<file path="config.mk">
export PLATFORM = sky130hd
export DESIGN_NAME = poly_sq_loop_ctrl_flat
export DESIGN_NICKNAME = d
export VERILOG_FILES = /design/src/rtl/poly_mod_pkg.sv /design/src/rtl/poly_sq_loop_ctrl_if.sv /design/src/rtl/poly_sq_loop_ctrl.sv /design/src/flat_wrapper.sv
export SDC_FILE = /design/constraint.sdc
export NUM_CORES = 1
export LEC_CHECK = 0
export CORE_MARGIN = 5
export CORE_UTILIZATION = 30
export CTS_CLUSTER_DIAMETER = 50
export DETAILED_ROUTE_END_ITERATION = 16
export PLACE_DENSITY_LB_ADDON = 0.12
export SYNTH_ARGS = -nofsm -noshare
export SYNTH_HDL_FRONTEND = slang
export SYNTH_SLANG_ARGS = --single-unit
</file>
<file path="constraint.sdc">
create_clock -name i_clk -period 4.9 [get_ports i_clk]
set_input_delay 0.735 -clock i_clk [delete_from_list [all_inputs] [get_ports i_clk]]
set_output_delay 0.735 -clock i_clk [all_outputs]
set_load 0.01 [all_outputs]
</file>
<file path="src/rtl/poly_mod_pkg.sv">
`default_nettype none
// +--------------------------------------------------------------------------+
// | Package : poly_mod_pkg                                                   |
// | Shared types and default geometry for the polynomial modular datapath.   |
// | Rev 1.0 : initial release                                                |
// +--------------------------------------------------------------------------+
package poly_mod_pkg;

  // Default operand geometry; matches the multiplier instance in the parent
  localparam int DEF_WORD_BITS       = 8;
  localparam int DEF_NUM_WORDS       = 4;
  localparam int DEF_REDUN_WORD_BITS = 1;
  localparam int DEF_I_WORD          = DEF_NUM_WORDS + 1;
  localparam int DEF_COEF_BITS       = DEF_WORD_BITS + DEF_REDUN_WORD_BITS;
  localparam int DEF_ITER_BITS       = 32;

  // Redundant-form operand: I_WORD coefficients, each with carry headroom
  typedef logic [DEF_I_WORD-1:0][DEF_COEF_BITS-1:0] redun_t;

  // Squaring-loop sequencer states
  typedef enum logic [2:0] {
    DRAIN = 3'd0,
    IDLE  = 3'd1,
    ISSUE = 3'd2,
    WAIT  = 3'd3,
    DONE  = 3'd4
  } state_t;

endpackage
`default_nettype wire

</file>
<file path="src/rtl/poly_sq_loop_ctrl_if.sv">
`default_nettype none
// +--------------------------------------------------------------------------+
// | Interface : poly_sq_loop_ctrl_if                                         |
// | Start/result handshakes and multiplier issue/return path of the          |
// | squaring-loop sequencer. Signal names are from the sequencer's view.     |
// | Rev 1.0 : initial release                                                |
// +--------------------------------------------------------------------------+
interface poly_sq_loop_ctrl_if
  import poly_mod_pkg::*;
#(
  parameter int I_WORD    = DEF_I_WORD,
  parameter int COEF_BITS = DEF_COEF_BITS,
  parameter int ITER_BITS = DEF_ITER_BITS
);
  localparam int DAT_W = I_WORD * COEF_BITS;

  // Start request
  logic                 i_val;
  logic                 o_rdy;
  logic [DAT_W-1:0]     i_dat;
  logic [ITER_BITS-1:0] i_iter;
  // Multiplier issue and return
  logic                 o_mul_val;
  logic [DAT_W-1:0]     o_mul_dat;
  logic                 i_mul_val;
  logic [DAT_W-1:0]     i_mul_dat;
  // Result
  logic                 o_val;
  logic                 i_rdy;
  logic [DAT_W-1:0]     o_dat;
  logic [ITER_BITS-1:0] o_iter_cnt;
  logic                 o_err;

  // Parent side: issues jobs, hosts the multiplier, consumes results
  modport master (
    output i_val, i_dat, i_iter, i_mul_val, i_mul_dat, i_rdy,
    input  o_rdy, o_mul_val, o_mul_dat, o_val, o_dat, o_iter_cnt, o_err
  );

  // Sequencer side
  modport slave (
    input  i_val, i_dat, i_iter, i_mul_val, i_mul_dat, i_rdy,
    output o_rdy, o_mul_val, o_mul_dat, o_val, o_dat, o_iter_cnt, o_err
  );

endinterface
`default_nettype wire

</file>
<file path="src/rtl/poly_sq_loop_ctrl.sv">
`default_nettype none
// +--------------------------------------------------------------------------+
// | Module : poly_sq_loop_ctrl                                               |
// | Runs N back-to-back modular squarings on an external multiplier, feeding |
// | each result straight back, and returns the final value on a handshake.   |
// | Rev 1.0 : initial release                                                |
// +--------------------------------------------------------------------------+
module poly_sq_loop_ctrl
  import poly_mod_pkg::*;
#(
  parameter int WORD_BITS       = DEF_WORD_BITS,
  parameter int NUM_WORDS       = DEF_NUM_WORDS,
  parameter int REDUN_WORD_BITS = DEF_REDUN_WORD_BITS,
  parameter int MUL_LATENCY     = 6,
  parameter int ITER_BITS       = DEF_ITER_BITS,
  parameter int TIMEOUT         = 4
) (
  input  wire logic             i_clk,
  input  wire logic             i_rst,
  poly_sq_loop_ctrl_if.slave    bus
);

  localparam int I_WORD     = NUM_WORDS + 1;
  localparam int COEF_BITS  = WORD_BITS + REDUN_WORD_BITS;
  localparam int DAT_W      = I_WORD * COEF_BITS;
  localparam int WDOG_LIMIT = MUL_LATENCY + TIMEOUT - 1;
  localparam int WDOG_W     = $clog2(MUL_LATENCY + TIMEOUT + 1);
  localparam int DRAIN_W    = $clog2(MUL_LATENCY + 1);

  state_t               r_state;
  state_t               w_state_nxt;
  logic [DAT_W-1:0]     r_dat;
  logic [ITER_BITS-1:0] r_iter;
  logic [ITER_BITS-1:0] r_cnt;
  logic [WDOG_W-1:0]    r_wdog;
  logic [DRAIN_W-1:0]   r_drain;
  logic                 r_err;

  logic                 w_accept;
  logic                 w_issue;
  logic                 w_result;
  logic                 w_timeout;
  logic                 w_spurious;
  logic [DAT_W-1:0]     w_mul_dat;
  logic [ITER_BITS:0]   w_cnt_inc;
  logic                 w_more;

  // One extra bit keeps cnt+1 < N exact at N = 2^ITER_BITS-1
  assign w_cnt_inc = {1'b0, r_cnt} + (ITER_BITS + 1)'(1);
  assign w_more    = w_cnt_inc < {1'b0, r_iter};

  // State register; reset lands in DRAIN so stale multiplier results are flushed
  always_ff @(posedge i_clk or posedge i_rst) begin
    if (i_rst) r_state <= DRAIN;
    else       r_state <= w_state_nxt;
  end

  // Next-state and per-cycle control strobes
  always_comb begin
    w_state_nxt = r_state;
    w_accept    = 1'b0;
    w_issue     = 1'b0;
    w_result    = 1'b0;
    w_timeout   = 1'b0;
    w_spurious  = 1'b0;
    w_mul_dat   = r_dat;
    case (r_state)
      DRAIN: begin
        if (r_drain == DRAIN_W'(MUL_LATENCY - 1)) w_state_nxt = IDLE;
      end
      IDLE: begin
        w_spurious = bus.i_mul_val;
        if (bus.i_val) begin
          w_accept    = 1'b1;
          w_state_nxt = (bus.i_iter == '0) ? DONE : ISSUE;
        end
      end
      ISSUE: begin
        w_spurious  = bus.i_mul_val;
        w_issue     = 1'b1;
        w_state_nxt = WAIT;
      end
      WAIT: begin
        if (bus.i_mul_val) begin
          w_result = 1'b1;
          if (w_more) begin
            // Feed the result straight back so the multiplier never idles
            w_issue   = 1'b1;
            w_mul_dat = bus.i_mul_dat;
          end else begin
            w_state_nxt = DONE;
          end
        end else if (r_wdog == WDOG_W'(WDOG_LIMIT)) begin
          w_timeout   = 1'b1;
          w_state_nxt = DRAIN;
        end
      end
      DONE: begin
        w_spurious = bus.i_mul_val;
        if (bus.i_rdy) w_state_nxt = IDLE;
      end
      default: w_state_nxt = DRAIN;
    endcase
  end

  assign bus.o_rdy      = (r_state == IDLE);
  assign bus.o_mul_val  = w_issue;
  assign bus.o_mul_dat  = w_mul_dat;
  assign bus.o_val      = (r_state == DONE);
  assign bus.o_dat      = r_dat;
  assign bus.o_iter_cnt = r_cnt;
  assign bus.o_err      = r_err;

  // Drain counter: runs only while in DRAIN, restarts on every entry
  always_ff @(posedge i_clk or posedge i_rst) begin
    if (i_rst)                 r_drain <= '0;
    else if (r_state == DRAIN) r_drain <= r_drain + DRAIN_W'(1);
    else                       r_drain <= '0;
  end

  // Job registers: start value then final result share r_dat
  always_ff @(posedge i_clk or posedge i_rst) begin
    if (i_rst) begin
      r_dat  <= '0;
      r_iter <= '0;
      r_cnt  <= '0;
    end else if (w_accept) begin
      r_dat  <= bus.i_dat;
      r_iter <= bus.i_iter;
      r_cnt  <= '0;
    end else if (w_result) begin
      r_cnt <= w_cnt_inc[ITER_BITS-1:0];
      if (!w_more) r_dat <= bus.i_mul_dat;
    end
  end

  // Watchdog: cycles since the most recent issue while waiting for a result
  always_ff @(posedge i_clk or posedge i_rst) begin
    if (i_rst)                r_wdog <= '0;
    else if (w_issue)         r_wdog <= '0;
    else if (r_state == WAIT) r_wdog <= r_wdog + WDOG_W'(1);
  end

  // Sticky error; a fault in the same cycle as a start still reports
  always_ff @(posedge i_clk or posedge i_rst) begin
    if (i_rst)                        r_err <= 1'b0;
    else if (w_spurious || w_timeout) r_err <= 1'b1;
    else if (w_accept)                r_err <= 1'b0;
  end

endmodule
`default_nettype wire
</file>
<file path="src/flat_wrapper.sv">
// flat-port wrapper written by rule: the top's interface ports become plain ports
module poly_sq_loop_ctrl_flat import poly_mod_pkg::*;
#(
  parameter int WORD_BITS       = DEF_WORD_BITS,
  parameter int NUM_WORDS       = DEF_NUM_WORDS,
  parameter int REDUN_WORD_BITS = DEF_REDUN_WORD_BITS,
  parameter int MUL_LATENCY     = 6,
  parameter int ITER_BITS       = DEF_ITER_BITS,
  parameter int TIMEOUT         = 4
)
  (i_clk, i_rst, bus_i_val, bus_i_dat, bus_i_iter, bus_i_mul_val, bus_i_mul_dat, bus_i_rdy, bus_o_rdy, bus_o_mul_val, bus_o_mul_dat, bus_o_val, bus_o_dat, bus_o_iter_cnt, bus_o_err);
  poly_sq_loop_ctrl_if #(.ITER_BITS(ITER_BITS)) bus_i ();
  input  wire logic i_clk;
  input  wire logic i_rst;
  input wire logic [$bits(bus_i.i_val)-1:0] bus_i_val;
  input wire logic [$bits(bus_i.i_dat)-1:0] bus_i_dat;
  input wire logic [$bits(bus_i.i_iter)-1:0] bus_i_iter;
  input wire logic [$bits(bus_i.i_mul_val)-1:0] bus_i_mul_val;
  input wire logic [$bits(bus_i.i_mul_dat)-1:0] bus_i_mul_dat;
  input wire logic [$bits(bus_i.i_rdy)-1:0] bus_i_rdy;
  output wire logic [$bits(bus_i.o_rdy)-1:0] bus_o_rdy;
  output wire logic [$bits(bus_i.o_mul_val)-1:0] bus_o_mul_val;
  output wire logic [$bits(bus_i.o_mul_dat)-1:0] bus_o_mul_dat;
  output wire logic [$bits(bus_i.o_val)-1:0] bus_o_val;
  output wire logic [$bits(bus_i.o_dat)-1:0] bus_o_dat;
  output wire logic [$bits(bus_i.o_iter_cnt)-1:0] bus_o_iter_cnt;
  output wire logic [$bits(bus_i.o_err)-1:0] bus_o_err;
  assign bus_i.i_val = bus_i_val;
  assign bus_i.i_dat = bus_i_dat;
  assign bus_i.i_iter = bus_i_iter;
  assign bus_i.i_mul_val = bus_i_mul_val;
  assign bus_i.i_mul_dat = bus_i_mul_dat;
  assign bus_i.i_rdy = bus_i_rdy;
  assign bus_o_rdy = bus_i.o_rdy;
  assign bus_o_mul_val = bus_i.o_mul_val;
  assign bus_o_mul_dat = bus_i.o_mul_dat;
  assign bus_o_val = bus_i.o_val;
  assign bus_o_dat = bus_i.o_dat;
  assign bus_o_iter_cnt = bus_i.o_iter_cnt;
  assign bus_o_err = bus_i.o_err;
  poly_sq_loop_ctrl #(.WORD_BITS(WORD_BITS), .NUM_WORDS(NUM_WORDS), .REDUN_WORD_BITS(REDUN_WORD_BITS), .MUL_LATENCY(MUL_LATENCY), .ITER_BITS(ITER_BITS), .TIMEOUT(TIMEOUT)) u_core (.i_clk(i_clk), .i_rst(i_rst), .bus(bus_i));
endmodule
</file>
== Yosys cells after proc, flatten, opt, wreduce, memory -nomap -nowiden ==
Cells that the tools add are included.

* Add/subtract/negate cells: 3
* Multipliers: 0
* Div/mod/pow operators: 0
* $lt $le $gt $ge: 1
* Equality and inequality tests: 12
* Shift-type cells: 0
* Muxes and demuxes: 32
* Bitwise gates (word level): 0
* Reductions and logical operators: 9

{| class="wikitable"
|+ Operators with widths
! operator !! number
|-
| $mux W45 || 6
|-
| $mux W32 || 2
|-
| $add A32 B1 Y33 const B || 1
|-
| $lt A33 B32 Y1 || 1
|-
| $logic_not A32 Y1 || 1
|-
| $mux W3 || 8
|-
| $pmux W3 S5 || 1
|-
| $mux W1 || 12
|-
| $mux W4 || 2
|-
| $eq A3 B2 Y1 const B || 2
|-
| $eq A3 B3 Y1 const B || 2
|-
| $reduce_bool A2 Y1 || 3
|-
| $reduce_and A5 Y1 || 1
|-
| $add A4 B1 Y4 const B || 1
|-
| $eq A4 B4 Y1 const B || 1
|-
| $ne A2 B1 Y1 const B || 2
|-
| $ne A2 B2 Y1 const B || 2
|-
| $add A3 B1 Y3 const B || 1
|-
| $eq A3 B1 Y1 const B || 1
|-
| $logic_not A3 Y1 || 1
|-
| $ne A3 B2 Y1 const B || 1
|-
| $ne A3 B3 Y1 const B || 1
|-
| $reduce_or A3 Y1 || 1
|-
| $pmux W1 S2 || 1
|-
| 2 further kinds || 2
|}

* Register bits after elaboration: 120
* Latch bits: 0
* RAM bits: 0
* Memory bits (read-only): 0
* Input port bits: 127
* Output and inout bits: 126
* Logic and storage cells: 64
* Memories kept: 0

== Longest topological paths before layout ==
Gate-level depths: netlist of the first run.

* Word-level depth: 6
* Depth in mapped cells: 17
* Gate-level depth less buffers: 14

== Least setup slack after synthesis of the first run ==
OpenSTA, ideal clock, no wires.

* Path kind: register to output
* Start point: reg u_core.r_cnt[0] (netlist: u_core.bus.o_iter_cnt[0])
* End point: out bus_o_mul_dat[40]
* Data arrival time: 4238 ps
* Slack: -73 ps
* Cell stages (with the launch flop): 16
* Cells stage by stage: dfrtp_1 -> ha_1 -> nand4_2 -> nor4_4 -> nand3_1 -> or3_1 -> xnor2_1 -> ha_1 -> a21o_1 -> a221o_1 -> a41oi_1 -> and2_1 -> nand2_1 -> nor2_2 -> buf_2 -> mux2_1

* Word-level cells in the longest chain between the ends: 5

{| class="wikitable"
|+ RTL lines
! element !! RTL line !! text
|-
| from (decl) || poly_sq_loop_ctrl.sv:34 || <nowiki>logic [ITER_BITS-1:0] r_cnt;</nowiki>
|-
| from (signal assigned) || poly_sq_loop_ctrl.sv:132 || <nowiki>r_cnt <= w_cnt_inc[ITER_BITS-1:0];</nowiki>
|-
| $add A32 B1 Y33 || poly_sq_loop_ctrl.sv:49 || <nowiki>assign w_cnt_inc = {1'b0, r_cnt} + (ITER_BITS + 1)'(1);</nowiki>
|-
| $lt A33 B32 Y1 || poly_sq_loop_ctrl.sv:50 || <nowiki>assign w_more = w_cnt_inc < {1'b0, r_iter};</nowiki>
|-
| $mux W45 || poly_sq_loop_ctrl.sv:86 || <nowiki>if (w_more) begin</nowiki>
|-
| $mux W45 || poly_sq_loop_ctrl.sv:84 || <nowiki>if (bus.i_mul_val) begin</nowiki>
|-
| $mux W45 || poly_sq_loop_ctrl.sv:67 || <nowiki>case (r_state)</nowiki>
|-
| to (decl) || flat_wrapper.sv:23 || <nowiki>output wire logic [$bits(bus_i.o_mul_dat)-1:0] bus_o_mul_dat;</nowiki>
|}

Every way passes these cells.

== Worst setup path in the final report of the first run ==
* Start point: reg u_core.r_cnt[1] (netlist: u_core.bus.o_iter_cnt[1])
* End point: out bus_o_mul_dat[37]

Same word-level chain as after synthesis.

==> results of run 1 <==
==> sequential cells by signal, summed over array words and instances, names as in the netlist <==
name / count
u_core.r_wdog: 4
u_core.r_state: 3
u_core.r_iter: 32
u_core.bus.o_err: 1
u_core.r_drain: 3
u_core.bus.o_dat: 45
u_core.bus.o_iter_cnt: 32
==> layer usage <==
metal	track usage	part of all wire	vias up
met2	0.322	0.50	137
li1	-	-	3329
met4	0.0556	0.020	0
met1	0.230	0.44	3286
met5	0	0	-
met3	0.0426	0.039	33
==> power by group <==
part	internal [mW]	switching, mW
clock	0.713	0.462
combinational	1.66	1.29
sequential	1.35	0.279
==> cell usage after synthesis (3+ instances only) <==
| cell | count | area, µm² |
|---|---|---|
| sky130_fd_sc_hd__mux2i_1 | 46 | 460 |
| sky130_fd_sc_hd__nand3_1 | 12 | 60.1 |
| sky130_fd_sc_hd__buf_6 | 9 | 101 |
| sky130_fd_sc_hd__dfrtp_1 | 120 | 3000 |
| sky130_fd_sc_hd__clkbuf_1 | 22 | 82.6 |
| sky130_fd_sc_hd__nor4_1 | 9 | 56.3 |
| sky130_fd_sc_hd__nand2b_1 | 4 | 25.0 |
| sky130_fd_sc_hd__mux2_2 | 34 | 383 |
| sky130_fd_sc_hd__mux2_1 | 44 | 495 |
| sky130_fd_sc_hd__a21o_1 | 7 | 52.6 |
| sky130_fd_sc_hd__o31ai_1 | 16 | 120 |
| sky130_fd_sc_hd__xor2_1 | 11 | 96.3 |
| sky130_fd_sc_hd__and2_1 | 5 | 31.3 |
| sky130_fd_sc_hd__nor2_1 | 77 | 289 |
| sky130_fd_sc_hd__nand2_1 | 47 | 176 |
| sky130_fd_sc_hd__buf_1 | 4 | 15.0 |
| sky130_fd_sc_hd__a21oi_1 | 64 | 320 |
| sky130_fd_sc_hd__and4_1 | 3 | 26.3 |
| sky130_fd_sc_hd__xnor2_1 | 20 | 175 |
| sky130_fd_sc_hd__a31oi_1 | 5 | 31.3 |
| sky130_fd_sc_hd__or3_1 | 3 | 18.8 |
| sky130_fd_sc_hd__nand4_2 | 3 | 37.5 |
| sky130_fd_sc_hd__o21ai_0 | 29 | 145 |
| sky130_fd_sc_hd__ha_1 | 36 | 450 |
| sky130_fd_sc_hd__a22o_1 | 9 | 78.8 |
| sky130_fd_sc_hd__o21ai_1 | 6 | 30.0 |
| sky130_fd_sc_hd__nand4_1 | 14 | 87.6 |
| sky130_fd_sc_hd__and3_1 | 8 | 50.1 |
| sky130_fd_sc_hd__inv_1 | 38 | 143 |
| sky130_fd_sc_hd__nor3_1 | 6 | 30.0 |
| sky130_fd_sc_hd__buf_2 | 3 | 15.0 |
==> logic make-up after synthesis <==
| kind of cell | after synthesis |
|---|---|
| flops | 120 |
| buf+inv | 76 |
| mux | 124 |
| simple gates | 201 |
| xor+xnor | 31 |
| compound gates | 151 |
| fa+ha+maj | 36 |
==> critical path, stage by stage (launching register included) <==
cell,delay (ps)
sky130_fd_sc_hd__dfrtp_1,400
sky130_fd_sc_hd__buf_4,140
sky130_fd_sc_hd__and4_4,250
sky130_fd_sc_hd__and3_4,220
sky130_fd_sc_hd__nand4_1,120
sky130_fd_sc_hd__or3_4,420
sky130_fd_sc_hd__xnor2_2,150
sky130_fd_sc_hd__ha_1,280
sky130_fd_sc_hd__and3_1,150
sky130_fd_sc_hd__a221o_1,310
sky130_fd_sc_hd__a41oi_2,190
sky130_fd_sc_hd__and2_4,180
sky130_fd_sc_hd__nand2_2,60
sky130_fd_sc_hd__nor2_4,160
sky130_fd_sc_hd__buf_6,180
sky130_fd_sc_hd__buf_16,130
sky130_fd_sc_hd__buf_6,100
sky130_fd_sc_hd__mux2_4,300
sky130_fd_sc_hd__buf_6,120
==> cell type report <==
class	count	area (µm²)	area share
clock inverters	9	77.6	0.00655
inverters	38	145	0.0123
clock buffers	21	460	0.0389
well taps	324	405	0.0342
diodes	1	2.50	0.000211
multi-input cells	543	4250	0.359
repair buffers	360	3500	0.296
flip-flops and latches	120	3000	0.254
==> cells in the final DEF (no fill, tap or decap), types with 4 or more instances in the layout <==
cell type / n
sky130_fd_sc_hd__clkdlybuf4s50_1: 206
sky130_fd_sc_hd__dfrtp_1: 120
sky130_fd_sc_hd__buf_4: 90
sky130_fd_sc_hd__nor2_1: 73
sky130_fd_sc_hd__a21oi_1: 62
sky130_fd_sc_hd__mux2i_1: 46
sky130_fd_sc_hd__nand2_1: 44
sky130_fd_sc_hd__inv_1: 37
sky130_fd_sc_hd__buf_6: 37
sky130_fd_sc_hd__mux2_2: 35
sky130_fd_sc_hd__ha_1: 35
sky130_fd_sc_hd__mux2_4: 30
sky130_fd_sc_hd__o21ai_0: 29
sky130_fd_sc_hd__xnor2_1: 19
sky130_fd_sc_hd__clkbuf_16: 19
sky130_fd_sc_hd__o31ai_1: 16
sky130_fd_sc_hd__nand4_1: 14
sky130_fd_sc_hd__mux2_1: 13
sky130_fd_sc_hd__buf_2: 13
sky130_fd_sc_hd__xor2_1: 11
sky130_fd_sc_hd__a22o_1: 9
sky130_fd_sc_hd__nand3_1: 8
sky130_fd_sc_hd__nor4_1: 8
sky130_fd_sc_hd__buf_12: 8
sky130_fd_sc_hd__a21o_1: 7
sky130_fd_sc_hd__and3_1: 7
sky130_fd_sc_hd__a31oi_1: 5
sky130_fd_sc_hd__o21ai_1: 5
sky130_fd_sc_hd__clkinv_2: 5
sky130_fd_sc_hd__nor3_1: 4
sky130_fd_sc_hd__nand2b_1: 4
==> worst paths after layout <==
kind	startpoint	to	slack, ps	cells past startpoint
max	u_core.bus.o_iter_cnt[1]$_DFFE_PP0P_	bus_o_mul_dat[37]	-140	18
min	u_core.r_drain[0]$_DFF_PP0_	u_core.r_drain[0]$_DFF_PP0_	470	1
max reg2reg	u_core.bus.o_iter_cnt[1]$_DFFE_PP0P_	u_core.bus.o_dat[29]$_DFFE_PP0P_	760	16
min reg2reg	u_core.r_drain[0]$_DFF_PP0_	u_core.r_drain[0]$_DFF_PP0_	470	1
max in group asynchronous	i_rst	u_core.bus.o_dat[27]$_DFFE_PP0P_	3080	3
min in group asynchronous	i_rst	u_core.bus.o_dat[15]$_DFFE_PP0P_	880	2
==> metrics by stage <==
| stage | area (µm²) | utilization |
|---|---|---|
| 2_1_floorplan | 7300 | - |
| 3_3_place_gp | 10600 | 0.439 |
| 3_5_place_dp | 10600 | 0.439 |
| 4_1_cts | 11500 | 0.477 |
| 5_1_grt | 11800 | 0.490 |
| 6_report | 11800 | 0.490 |
==> timing repair <==
action                     in CTS  in global routing
setup buffers                  23                 18
resized for setup             251                 39
cloned                          3                  2
setup endpoints to repair      46                 46
pin swaps                      15                 21
==> results.txt, run 1 <==
----------------------------------------------------
[Clocking]
  Insertion delay of the later-clocked pin in the worst-skew pair ... 420 ps
  TritonCTS clock tree ... yes
  CTS Buf Count ... 17
  Max H-tree Level ... 4
  Number of clock sinks seen by CTS ... 120
  Root buffer selected by CTS ... sky130_fd_sc_hd__clkbuf_16
  Post-CTS Hold Buffers ... 0
  CTS max path bufs ... 2
  Worst-path clk slew ... about 60 ps

[Floorplanning]
  Number of top-level pins ... 253
  Die Span Y ... 166 µm
  Standard-cell rows ... 57
  Core Area ... 24,200 µm²
  Full die area ... 27,600 µm²
  X dimension of the die ... 166 µm
  Effective utilization at floorplan ... 0.302

[Final layout]
  Relative area change from synthesis to final layout ... 62.2%
  Fraction of final layout cells with drive strength greater than 1 ... 0.259
  Filler cell count in the final layout ... roughly 2,300
  Final layout net count ... around 1,200
  Layout Cells excl Fill ... 1,416

[Global route]
  Antenna violations before repair ... 1
  Overall routing resource usage ... 0.185
  Global-route wire length before repair ... 40,600 µm
  Pin count of the biggest net entering global routing ... between 80 and 90
  Gr ovfl total ... 0
  Number of global-route vias before repair ... 7,161

[Power]
  Total chip power ... 5.74 mW
  Peak supply drop ... roughly 280 µV
  Static Leak ... 5.58 nW
  Cell Pwr Density ... 485 nW/µm²

[Worst setup path]
  Worst EP arrival ... about 4300 ps
  Worst Path Max Fanout ... 6
  Kind of capture point of the worst setup path ... primary output
  CP required ... about 4200 ps
  Startpoint class of the critical path ... flip-flop
  Start-to-end type of the worst setup path ... flip-flop to primary output

[STA]
  Maximum operating frequency ... 0.199 GHz
  Final setup viols ... 46
  RSZ-0062 raised after global routing ... true
  Number of endpoints with negative hold slack in the final report ... 0
  Clock skew after layout ... 11.2 ps
  Max-Slew Margin vs Limit ... 0.281
  Tightest Pin Transition ... 1080 ps
  Least setup slack across all paths after layout ... -137 ps
  Pins Over Slew Limit ... 0
  Part of the cycle the worst path needs ... 1.03
  Minimum clock period ... 5040 ps
  Worst-case hold slack ... 466 ps
  Accumulated negative setup slack ... -3080 ps

[Hold path]
  Class of the tightest hold or removal check ... flip-flop to flip-flop

[Outcome]
  Violations in the final reports ... negative setup slack
  Run status ... finished with violations

[Drt]
  Antenna viol nets, final ... 0
  Drt first pass iters ... 6
  DRC ... 0
  Avg WL per Cell ... 18.6 µm
  Initial DRC count ... 274
  Number of vias per cell after detailed routing ... ~4.8
  Via count ... 6,785
  Total wire length ... 26,300 µm

[Synth]
  Number of flip-flops and latches in the synthesized netlist ... 120
  Syn Inst Count ... between 700 and 800
  Post-synthesis share of cell area spent on and, or, nand and nor gates ... 0.134
  Number of enable flip-flop cells after synthesis ... 0
  Synthesized cell area ... 7300 µm²
  Distinct cell type count after synthesis ... 51
  Post-synthesis adder-cell area fraction ... 0.0617
  Mux share of post-synthesis cell area ... 0.183
  Compound-gate portion of the synthesized area ... 0.123
  Number of nets in the synthesized netlist ... 902
  Dominant combinational cell family by area after synthesis ... multiplexers
  Most used DFF post-synth ... sky130_fd_sc_hd__dfrtp_1
  Xor and xnor fraction of the mapped netlist area ... 0.0372
  Mapped Avg Cell Area ... about 9.9 µm²
  Fraction of registers with async set/reset ... 1.00
  Proportion of synthesized chip area in sequential cells ... 0.411
  Synth warnings ... 0

[Placed design]
  Routability Congestion ... between 0.7 and 0.8
  Cell count after placement ... 1,342
  Port Buffers ... ~250
  Detail Placement HPWL ... 18,700 µm
  DP Worst Slack ... -222 ps

[Run]
  Number of maximum-capacitance constraint violations ... 0

----------------------------------------------------
Note: power is estimated with default switching activity, not from simulation.
==> inputs of run 2 (changes only) <==
--- a/config.mk
+++ b/config.mk
@@ -10,6 +10,7 @@
 export CTS_CLUSTER_DIAMETER = 50
 export DETAILED_ROUTE_END_ITERATION = 16
 export PLACE_DENSITY_LB_ADDON = 0.12
+export SETUP_SLACK_MARGIN = 0.1
 export SYNTH_ARGS = -nofsm -noshare
 export SYNTH_HDL_FRONTEND = slang
 export SYNTH_SLANG_ARGS = --single-unit
==> run 2 against run 1 <==
  * The flow still finishes with violations (negative setup slack)
  * Via count decreased by 0.60%
  * Hold slack improved by 4.3 ps
  * Wire length decreased by 3.0%
  * Sequential share of layout area decreased by 0.077 points
  * Total power increased by 1.6%
  * Die area unchanged
  * Sequential cell count unchanged
  * Combinational power increased by 2%
  * Core utilization increased by 0.15 points
  * Worst setup slack improved by 57 ps
  * Largest power group unchanged
  * Register-to-register slack improved by 220 ps
==> results.txt, run 2 (synthesis gave the netlist of run 1 again) <==
----------------------------------------------------
[Clocking]
  Number of clock sinks seen by CTS ... 120 (unchanged)
  Root buffer selected by CTS ... sky130_fd_sc_hd__clkbuf_16 (unchanged)
  Post-CTS Hold Buffers ... 0 (unchanged)
  TritonCTS clock tree ... yes (unchanged)
  Max H-tree Level ... 4 (unchanged)
  Worst-path clk slew ... 60 ps (about the same)
  CTS Buf Count ... 17 (unchanged)
  Insertion delay of the later-clocked pin in the worst-skew pair ... 420 ps (about the same)
  CTS max path bufs ... 2 (unchanged)

[Drt]
  Drt first pass iters ... 5 (was 6)
  Initial DRC count ... 312 (was 274)
  Number of vias per cell after detailed routing ... 4.80 (was 4.79)
  Via count ... 6,744 (was 6,785)
  Total wire length ... 25,600 µm (was 26,300 µm)
  Antenna viol nets, final ... 0 (unchanged)
  DRC ... 0 (unchanged)
  Avg WL per Cell ... 18.2 µm (was 18.6 µm)

[STA]
  Clock skew after layout ... 10.9 ps (was 11.2 ps)
  Part of the cycle the worst path needs ... 1.02 (was 1.03)
  Minimum clock period ... 4980 ps (was 5040 ps)
  Least setup slack across all paths after layout ... -79.6 ps (was -137 ps)
  Pins Over Slew Limit ... 0 (unchanged)
  Accumulated negative setup slack ... -2320 ps (was -3080 ps)
  Max-Slew Margin vs Limit ... 0.285 (was 0.281)
  Number of endpoints with negative hold slack in the final report ... 0 (unchanged)
  Tightest Pin Transition ... 1060 ps (was 1080 ps)
  RSZ-0062 raised after global routing ... true (unchanged)
  Maximum operating frequency ... 0.201 GHz (was 0.199 GHz)
  Worst-case hold slack ... 471 ps (was 466 ps)
  Final setup viols ... 37 (was 46)

[Final layout]
  Commonest cells after routing, fill and taps aside ... sky130_fd_sc_hd__clkdlybuf4s50_1 (206), sky130_fd_sc_hd__dfrtp_1 (120), sky130_fd_sc_hd__buf_4 (76), sky130_fd_sc_hd__nor2_1 (74), sky130_fd_sc_hd__a21oi_1 (62) (was sky130_fd_sc_hd__clkdlybuf4s50_1 (206), sky130_fd_sc_hd__dfrtp_1 (120), sky130_fd_sc_hd__buf_4 (90), sky130_fd_sc_hd__nor2_1 (73), sky130_fd_sc_hd__a21oi_1 (62))
  Relative area change from synthesis to final layout ... 62.7% (was 62.2%)
  Final layout net count ... 1,231 (was 1,243)
  Fraction of final layout cells with drive strength greater than 1 ... 0.263 (was 0.259)
  Most common cell after layout, fill and taps aside ... sky130_fd_sc_hd__clkdlybuf4s50_1 (unchanged)
  Filler cell count in the final layout ... 2,265 (was 2,292)
  Register area ... 3000 µm² (unchanged)
  Max reg flops ... 45 (unchanged)
  Multi-input gate area in the final layout ... 4310 µm² (was 4250 µm²)

[Placed design]
  Routability Congestion ... 0.776 (was 0.798)
  Port Buffers ... 252 (unchanged)
  Detail Placement HPWL ... 18,500 µm (was 18,700 µm)

[Worst setup path]
  Startpoint class of the critical path ... flip-flop (unchanged)
  Start-to-end type of the worst setup path ... flip-flop to primary output (unchanged)
  Worst EP arrival ... 4240 ps (was 4300 ps)
  Kind of capture point of the worst setup path ... primary output (unchanged)
  Worst Path Max Fanout ... 8 (was 6)
  CP required ... 4160 ps (about the same)

[Global route]
  Gr ovfl total ... 0 (unchanged)
  Global-route wire length before repair ... 40,200 µm (was 40,600 µm)
  Number of global-route vias before repair ... 6,870 (was 7,161)
  Antenna violations before repair ... 1 (unchanged)
  Overall routing resource usage ... 0.182 (was 0.185)
  Pin count of the biggest net entering global routing ... 81 (was 88)

[Power]
  Peak supply drop ... 241 µV (was 281 µV)
  Cell Pwr Density ... 491 nW/µm² (was 485 nW/µm²)
  Static Leak ... 5.62 nW (was 5.58 nW)
  Total chip power ... 5.84 mW (was 5.74 mW)

[Floorplanning]
  Effective utilization at floorplan ... 0.302 (unchanged)
  Number of top-level pins ... 253 (unchanged)
  Full die area ... 27,600 µm² (unchanged)
  Die Span Y ... 166 µm (unchanged)
  X dimension of the die ... 166 µm (unchanged)
  Standard-cell rows ... 57 (unchanged)
  Core Area ... 24,200 µm² (unchanged)

[Run]
  Number of maximum-capacitance constraint violations ... 0 (unchanged)

[Outcome]
  Violations in the final reports ... negative setup slack (unchanged)
  Run status ... finished with violations (unchanged)

[Hold path]
  Class of the tightest hold or removal check ... flip-flop to flip-flop (unchanged)

----------------------------------------------------
run 2: timing repair:
item                                    CTS  global route
cloned                                    4             0
resized for setup                       310            11
endpoints found under the hold margin     0             0
pin swaps                                21            13
setup buffers                            18             3
endpoints found under the setup margin   46            46
run 2: path summary, 6_finish.rpt:
check	end	cells past startpoint	slack (ps)	start
min in group asynchronous	u_core.bus.o_dat[40]$_DFFE_PP0P_	2	880	i_rst
worst min register to register	u_core.r_drain[0]$_DFF_PP0_	1	470	u_core.r_drain[0]$_DFF_PP0_
worst min-delay path	u_core.r_drain[0]$_DFF_PP0_	1	470	u_core.r_drain[0]$_DFF_PP0_
worst max register to register	u_core.bus.o_dat[36]$_DFFE_PP0P_	17	980	u_core.bus.o_iter_cnt[11]$_DFFE_PP0P_
max in group asynchronous	u_core.bus.o_dat[32]$_DFFE_PP0P_	3	3200	i_rst
worst max-delay path	bus_o_mul_dat[25]	19	-80	u_core.bus.o_iter_cnt[11]$_DFFE_PP0P_
run 2: critical path: stages (launching register included):
cell and delay (ps):
sky130_fd_sc_hd__dfrtp_1 370, sky130_fd_sc_hd__nand4_2 170, sky130_fd_sc_hd__buf_6 170, sky130_fd_sc_hd__nor4_4 220, sky130_fd_sc_hd__buf_4 180, sky130_fd_sc_hd__nand3_4 60, sky130_fd_sc_hd__or3_4 350, sky130_fd_sc_hd__xnor2_2 140
sky130_fd_sc_hd__ha_1 300, sky130_fd_sc_hd__a21o_1 160, sky130_fd_sc_hd__a221o_1 310, sky130_fd_sc_hd__a41oi_2 190, sky130_fd_sc_hd__and2_4 190, sky130_fd_sc_hd__nand2_4 50, sky130_fd_sc_hd__nor2_4 140, sky130_fd_sc_hd__buf_12 140
sky130_fd_sc_hd__buf_6 110, sky130_fd_sc_hd__buf_16 140, sky130_fd_sc_hd__mux2_4 310, sky130_fd_sc_hd__buf_6 120
run 2: cell type report:
type | instances | share of cell area
timing repair buffer | 348 | 0.290
antenna | 1 | 0.000211
inverter | 38 | 0.0122
multi-input combinational | 543 | 0.363
clock inverter | 14 | 0.0105
clock buffer | 18 | 0.0370
tap | 324 | 0.0341
sequential | 120 | 0.253
run 2: metal layers:
layer | track usage | wire, µm | vias to the layer above
met3 | 0.0457 | 1140 | 31
met5 | 0 | 0 | -
met2 | 0.302 | 12400 | 172
li1 | - | - | 3301
met1 | 0.239 | 11500 | 3240
met4 | 0.0459 | 469 | 0
run 2: metrics by stage:
step,cell area (µm²),util,cells,worst slack (ps)
global placement,10600,0.439,1348,-119
global route,11900,0.491,1406,-271
finish,11900,0.491,1406,-79.6
CTS,11800,0.488,1402,-134
detailed placement,10600,0.439,1348,-196
floorplan,7310,-,739,174
run 2: report_power, final:
| part | switching (mW) | internal [mW] | total (mW) |
|---|---|---|---|
| Clock | 0.497 | 0.712 | 1.21 |
| Combinational | 1.28 | 1.72 | 3.00 |
| Sequential | 0.281 | 1.34 | 1.63 |
==> inputs of run 3 (changes only) <==
--- a/config.mk
+++ b/config.mk
@@ -5,10 +5,12 @@
 export SDC_FILE = /design/constraint.sdc
 export NUM_CORES = 1
 export LEC_CHECK = 0
+export CAP_MARGIN = 20
 export CORE_MARGIN = 5
 export CORE_UTILIZATION = 30
 export CTS_CLUSTER_DIAMETER = 50
 export DETAILED_ROUTE_END_ITERATION = 16
+export DONT_BUFFER_PORTS = 1
 export PLACE_DENSITY_LB_ADDON = 0.12
 export SETUP_SLACK_MARGIN = 0.1
 export SYNTH_ARGS = -nofsm -noshare
==> run 3 against run 2 <==
  * Sequential cell count unchanged
  * The run still ends with negative setup slack left
  * Sequential share of layout area increased by 7.4 points
  * Clock skew decreased by 0.62 ps
  * Global-route usage decreased by 1.9 points
  * Total power decreased by 15%
  * Non-clock buffer count decreased by 273
  * Cell count decreased by 19%
  * Clock-buffer cell count increased by 1
==> results.txt, run 3 (synthesis gave the netlist of run 1 again) <==
----------------------------------------------------
[Outcome]
  Run status ... finished with violations (unchanged)
  Violations in the final reports ... negative setup slack (unchanged)

[Final layout]
  Max reg flops ... 45 (unchanged)
  Fraction of final layout cells with drive strength greater than 1 ... 0.271 (was 0.263)
  Relative area change from synthesis to final layout ... 26.0% (was 62.7%)
  Final layout net count ... 958 (was 1,231)
  Commonest cells after routing, fill and taps aside ... sky130_fd_sc_hd__dfrtp_1 (120), sky130_fd_sc_hd__nor2_1 (74), sky130_fd_sc_hd__a21oi_1 (63), sky130_fd_sc_hd__buf_4 (59), sky130_fd_sc_hd__mux2i_1 (46) (was sky130_fd_sc_hd__clkdlybuf4s50_1 (206), sky130_fd_sc_hd__dfrtp_1 (120), sky130_fd_sc_hd__buf_4 (76), sky130_fd_sc_hd__nor2_1 (74), sky130_fd_sc_hd__a21oi_1 (62))
  N_diodes ... 0 (was 1)
  Most common cell after layout, fill and taps aside ... sky130_fd_sc_hd__dfrtp_1 (was sky130_fd_sc_hd__clkdlybuf4s50_1)
  Final instance area ... 9200 µm² (was 11,900 µm²)

[Clocking]
  TritonCTS clock tree ... yes (unchanged)
  Worst-path clk slew ... 60 ps (about the same)
  Number of clock sinks seen by CTS ... 120 (unchanged)
  Insertion delay of the later-clocked pin in the worst-skew pair ... 410 ps (was 420 ps)
  Root buffer selected by CTS ... sky130_fd_sc_hd__clkbuf_16 (unchanged)
  CTS max path bufs ... 2 (unchanged)
  Max H-tree Level ... 4 (unchanged)
  Post-CTS Hold Buffers ... 0 (unchanged)
  CTS Buf Count ... 17 (unchanged)

[Hold path]
  Class of the tightest hold or removal check ... primary input to async pin (was flip-flop to flip-flop)

[STA]
  Max-Slew Margin vs Limit ... 0.434 (was 0.285)
  Least setup slack across all paths after layout ... -39.0 ps (was -79.6 ps)
  Pins Over Slew Limit ... 0 (unchanged)
  Part of the cycle the worst path needs ... 1.01 (was 1.02)
  Number of endpoints with negative hold slack in the final report ... 0 (unchanged)
  Minimum clock period ... 4940 ps (was 4980 ps)
  Final setup viols ... 30 (was 37)
  RSZ-0062 raised after global routing ... true (unchanged)
  Maximum operating frequency ... 0.202 GHz (was 0.201 GHz)
  Tightest Pin Transition ... 841 ps (was 1060 ps)
  Clock skew after layout ... 10.2 ps (was 10.9 ps)

[Worst setup path]
  Kind of capture point of the worst setup path ... primary output (unchanged)
  Biggest cell delay along the critical path ... 400 ps (was 370 ps)
  Critical path buffers and inverters ... 4 (was 6)
  R2R depth ... 18 (was 17)
  Delay-heaviest family, CP ... simple AND/OR/NAND/NOR gates (unchanged)
  Startpoint class of the critical path ... flip-flop (unchanged)
  Worst Path Max Fanout ... 7 (was 8)
  CP required ... 4160 ps (about the same)
  Cell-by-cell trace of the critical path ... ha_4 -> nand4_4 -> nor4_4 -> nand2_2 -> buf_6 -> nor4_4 -> xor2_1 -> ha_1 -> and3_4 -> a221o_1 -> a41oi_2 -> and2_4 -> nand2_4 -> nor2_4 -> buf_6 -> buf_12 -> buf_16 -> mux2_4 (was nand4_2 -> buf_6 -> nor4_4 -> buf_4 -> nand3_4 -> or3_4 -> xnor2_2 -> ha_1 -> a21o_1 -> a221o_1 -> a41oi_2 -> and2_4 -> nand2_4 -> nor2_4 -> buf_12 -> buf_6 -> buf_16 -> mux2_4 -> buf_6)
  Critical path's slowest cell ... sky130_fd_sc_hd__dfrtp_1 (unchanged)
  Worst EP arrival ... 4200 ps (was 4240 ps)
  Cell count along the critical path ... 18 (was 19)
  Start-to-end type of the worst setup path ... flip-flop to primary output (unchanged)

[Global route]
  Overall routing resource usage ... 0.163 (was 0.182)
  Gr ovfl total ... 0 (unchanged)
  Global-route wire length before repair ... 36,100 µm (was 40,200 µm)
  Number of global-route vias before repair ... 6,045 (was 6,870)
  Antenna violations before repair ... 0 (was 1)
  Pin count of the biggest net entering global routing ... 88 (was 81)

[Floorplanning]
  X dimension of the die ... 166 µm (unchanged)
  Full die area ... 27,600 µm² (unchanged)
  Die Span Y ... 166 µm (unchanged)
  Number of top-level pins ... 253 (unchanged)
  Core Area ... 24,200 µm² (unchanged)
  Standard-cell rows ... 57 (unchanged)
  Effective utilization at floorplan ... 0.302 (unchanged)

[Drt]
  Initial DRC count ... 394 (was 312)
  Number of vias per cell after detailed routing ... 5.22 (was 4.80)
  DRC ... 0 (unchanged)
  Via count ... 5,907 (was 6,744)
  Drt first pass iters ... 5 (unchanged)
  Total wire length ... 23,100 µm (was 25,600 µm)
  Antenna viol nets, final ... 0 (unchanged)
  Avg WL per Cell ... 20.4 µm (was 18.2 µm)

[Power]
  Cell Pwr Density ... 541 nW/µm² (was 491 nW/µm²)
  Total chip power ... 4.98 mW (was 5.84 mW)
  Static Leak ... 4.46 nW (was 5.62 nW)
  Peak supply drop ... 211 µV (was 241 µV)

[Placed design]
  Routability Congestion ... 0.795 (was 0.776)
  Detail Placement HPWL ... 16,400 µm (was 18,500 µm)
  Instance area after placement ... 7870 µm² (was 10,600 µm²)
  Port Buffers ... 0 (was 252)

[Run]
  Number of maximum-capacitance constraint violations ... 0 (unchanged)

----------------------------------------------------
-- run 3: cell count changes in the layout (fill, tap and decap cells not counted), sizes merged --
cell           previous run  this run
inv                      41        38
clkinv                    4         5
diode                     1         0
buf                     142        74
clkinvlp                  6         4
bufinv                    1         4
clkbuf                   18        20
clkdlybuf4s50           206         0
-- run 3: repair_timing --
action,in CTS,in global routing
gates resized for setup,109,27
setup endpoints to repair,46,59
pin swaps,17,15
setup buffers,21,5
cloned,4,1
-- run 3: stage by stage --
step,TNS (ps),hold WS (ps),utilization,instances,setup WS (ps)
global route,-11050,318,0.381,1132,-275
floorplan,0,437,-,739,174
finish,-563,277,0.381,1132,-39.0
CTS,-5420,274,0.373,1126,-139
global placement,0,449,0.325,1069,56.4
detailed placement,0,469,0.325,1069,57.3
-- run 3: final timing paths --
| kind | from | endpoint | slack [ps] |
|---|---|---|---|
| min | i_rst | u_core.bus.o_dat[16]$_DFFE_PP0P_ | 280 |
| min reg2reg | u_core.r_drain[0]$_DFF_PP0_ | u_core.r_drain[0]$_DFF_PP0_ | 470 |
| max in group asynchronous | i_rst | u_core.bus.o_iter_cnt[21]$_DFFE_PP0P_ | 3550 |
| min in group i_clk | bus_i_rdy | u_core.r_state[2]$_DFFE_PP0P_ | 440 |
| max | u_core.bus.o_iter_cnt[0]$_DFFE_PP0P_ | bus_o_mul_dat[27] | -40 |
| max reg2reg | u_core.bus.o_iter_cnt[0]$_DFFE_PP0P_ | u_core.bus.o_dat[43]$_DFFE_PP0P_ | 410 |
-- run 3: report_power, final --
group / switching, mW / internal (mW) / total, mW
clock network: 0.467 / 0.848 / 1.31
registers: 0.409 / 1.34 / 1.75
logic: 0.979 / 0.933 / 1.91
total: 1.86 / 3.13 / 4.98
-- run 3: worst register-to-register path: stages, from the launching register on --
cell	delay, ps
sky130_fd_sc_hd__dfrtp_1	400
sky130_fd_sc_hd__ha_4	170
sky130_fd_sc_hd__nand4_4	100
sky130_fd_sc_hd__nor4_4	260
sky130_fd_sc_hd__nand2_2	140
sky130_fd_sc_hd__buf_6	150
sky130_fd_sc_hd__nor4_4	310
sky130_fd_sc_hd__xor2_1	180
sky130_fd_sc_hd__ha_1	260
sky130_fd_sc_hd__and3_4	190
sky130_fd_sc_hd__a221o_1	370
sky130_fd_sc_hd__a41oi_2	210
sky130_fd_sc_hd__buf_4	140
sky130_fd_sc_hd__buf_4	100
sky130_fd_sc_hd__nand3b_1	100
sky130_fd_sc_hd__o21ai_4	360
sky130_fd_sc_hd__buf_4	540
sky130_fd_sc_hd__mux2i_1	280
sky130_fd_sc_hd__a21oi_1	90
-- run 3: area by class of cell --
class / count / area, µm²
sequential: 120 / 3000
tap: 324 / 405
timing repair buffer: 75 / 728
clock inverter: 13 / 179
clock buffer: 19 / 433
fill: 2388 / 15000
inverter: 38 / 145
multi-input combinational: 543 / 4310
-- run 3: metal layers --
layer  track usage  wire length [µm]  up-vias
li1              -                 -     2754
met1         0.215             10400     2984
met2         0.259             10900      149
met3        0.0574              1520       20
met4        0.0402               232        0
met5             0                 0        -
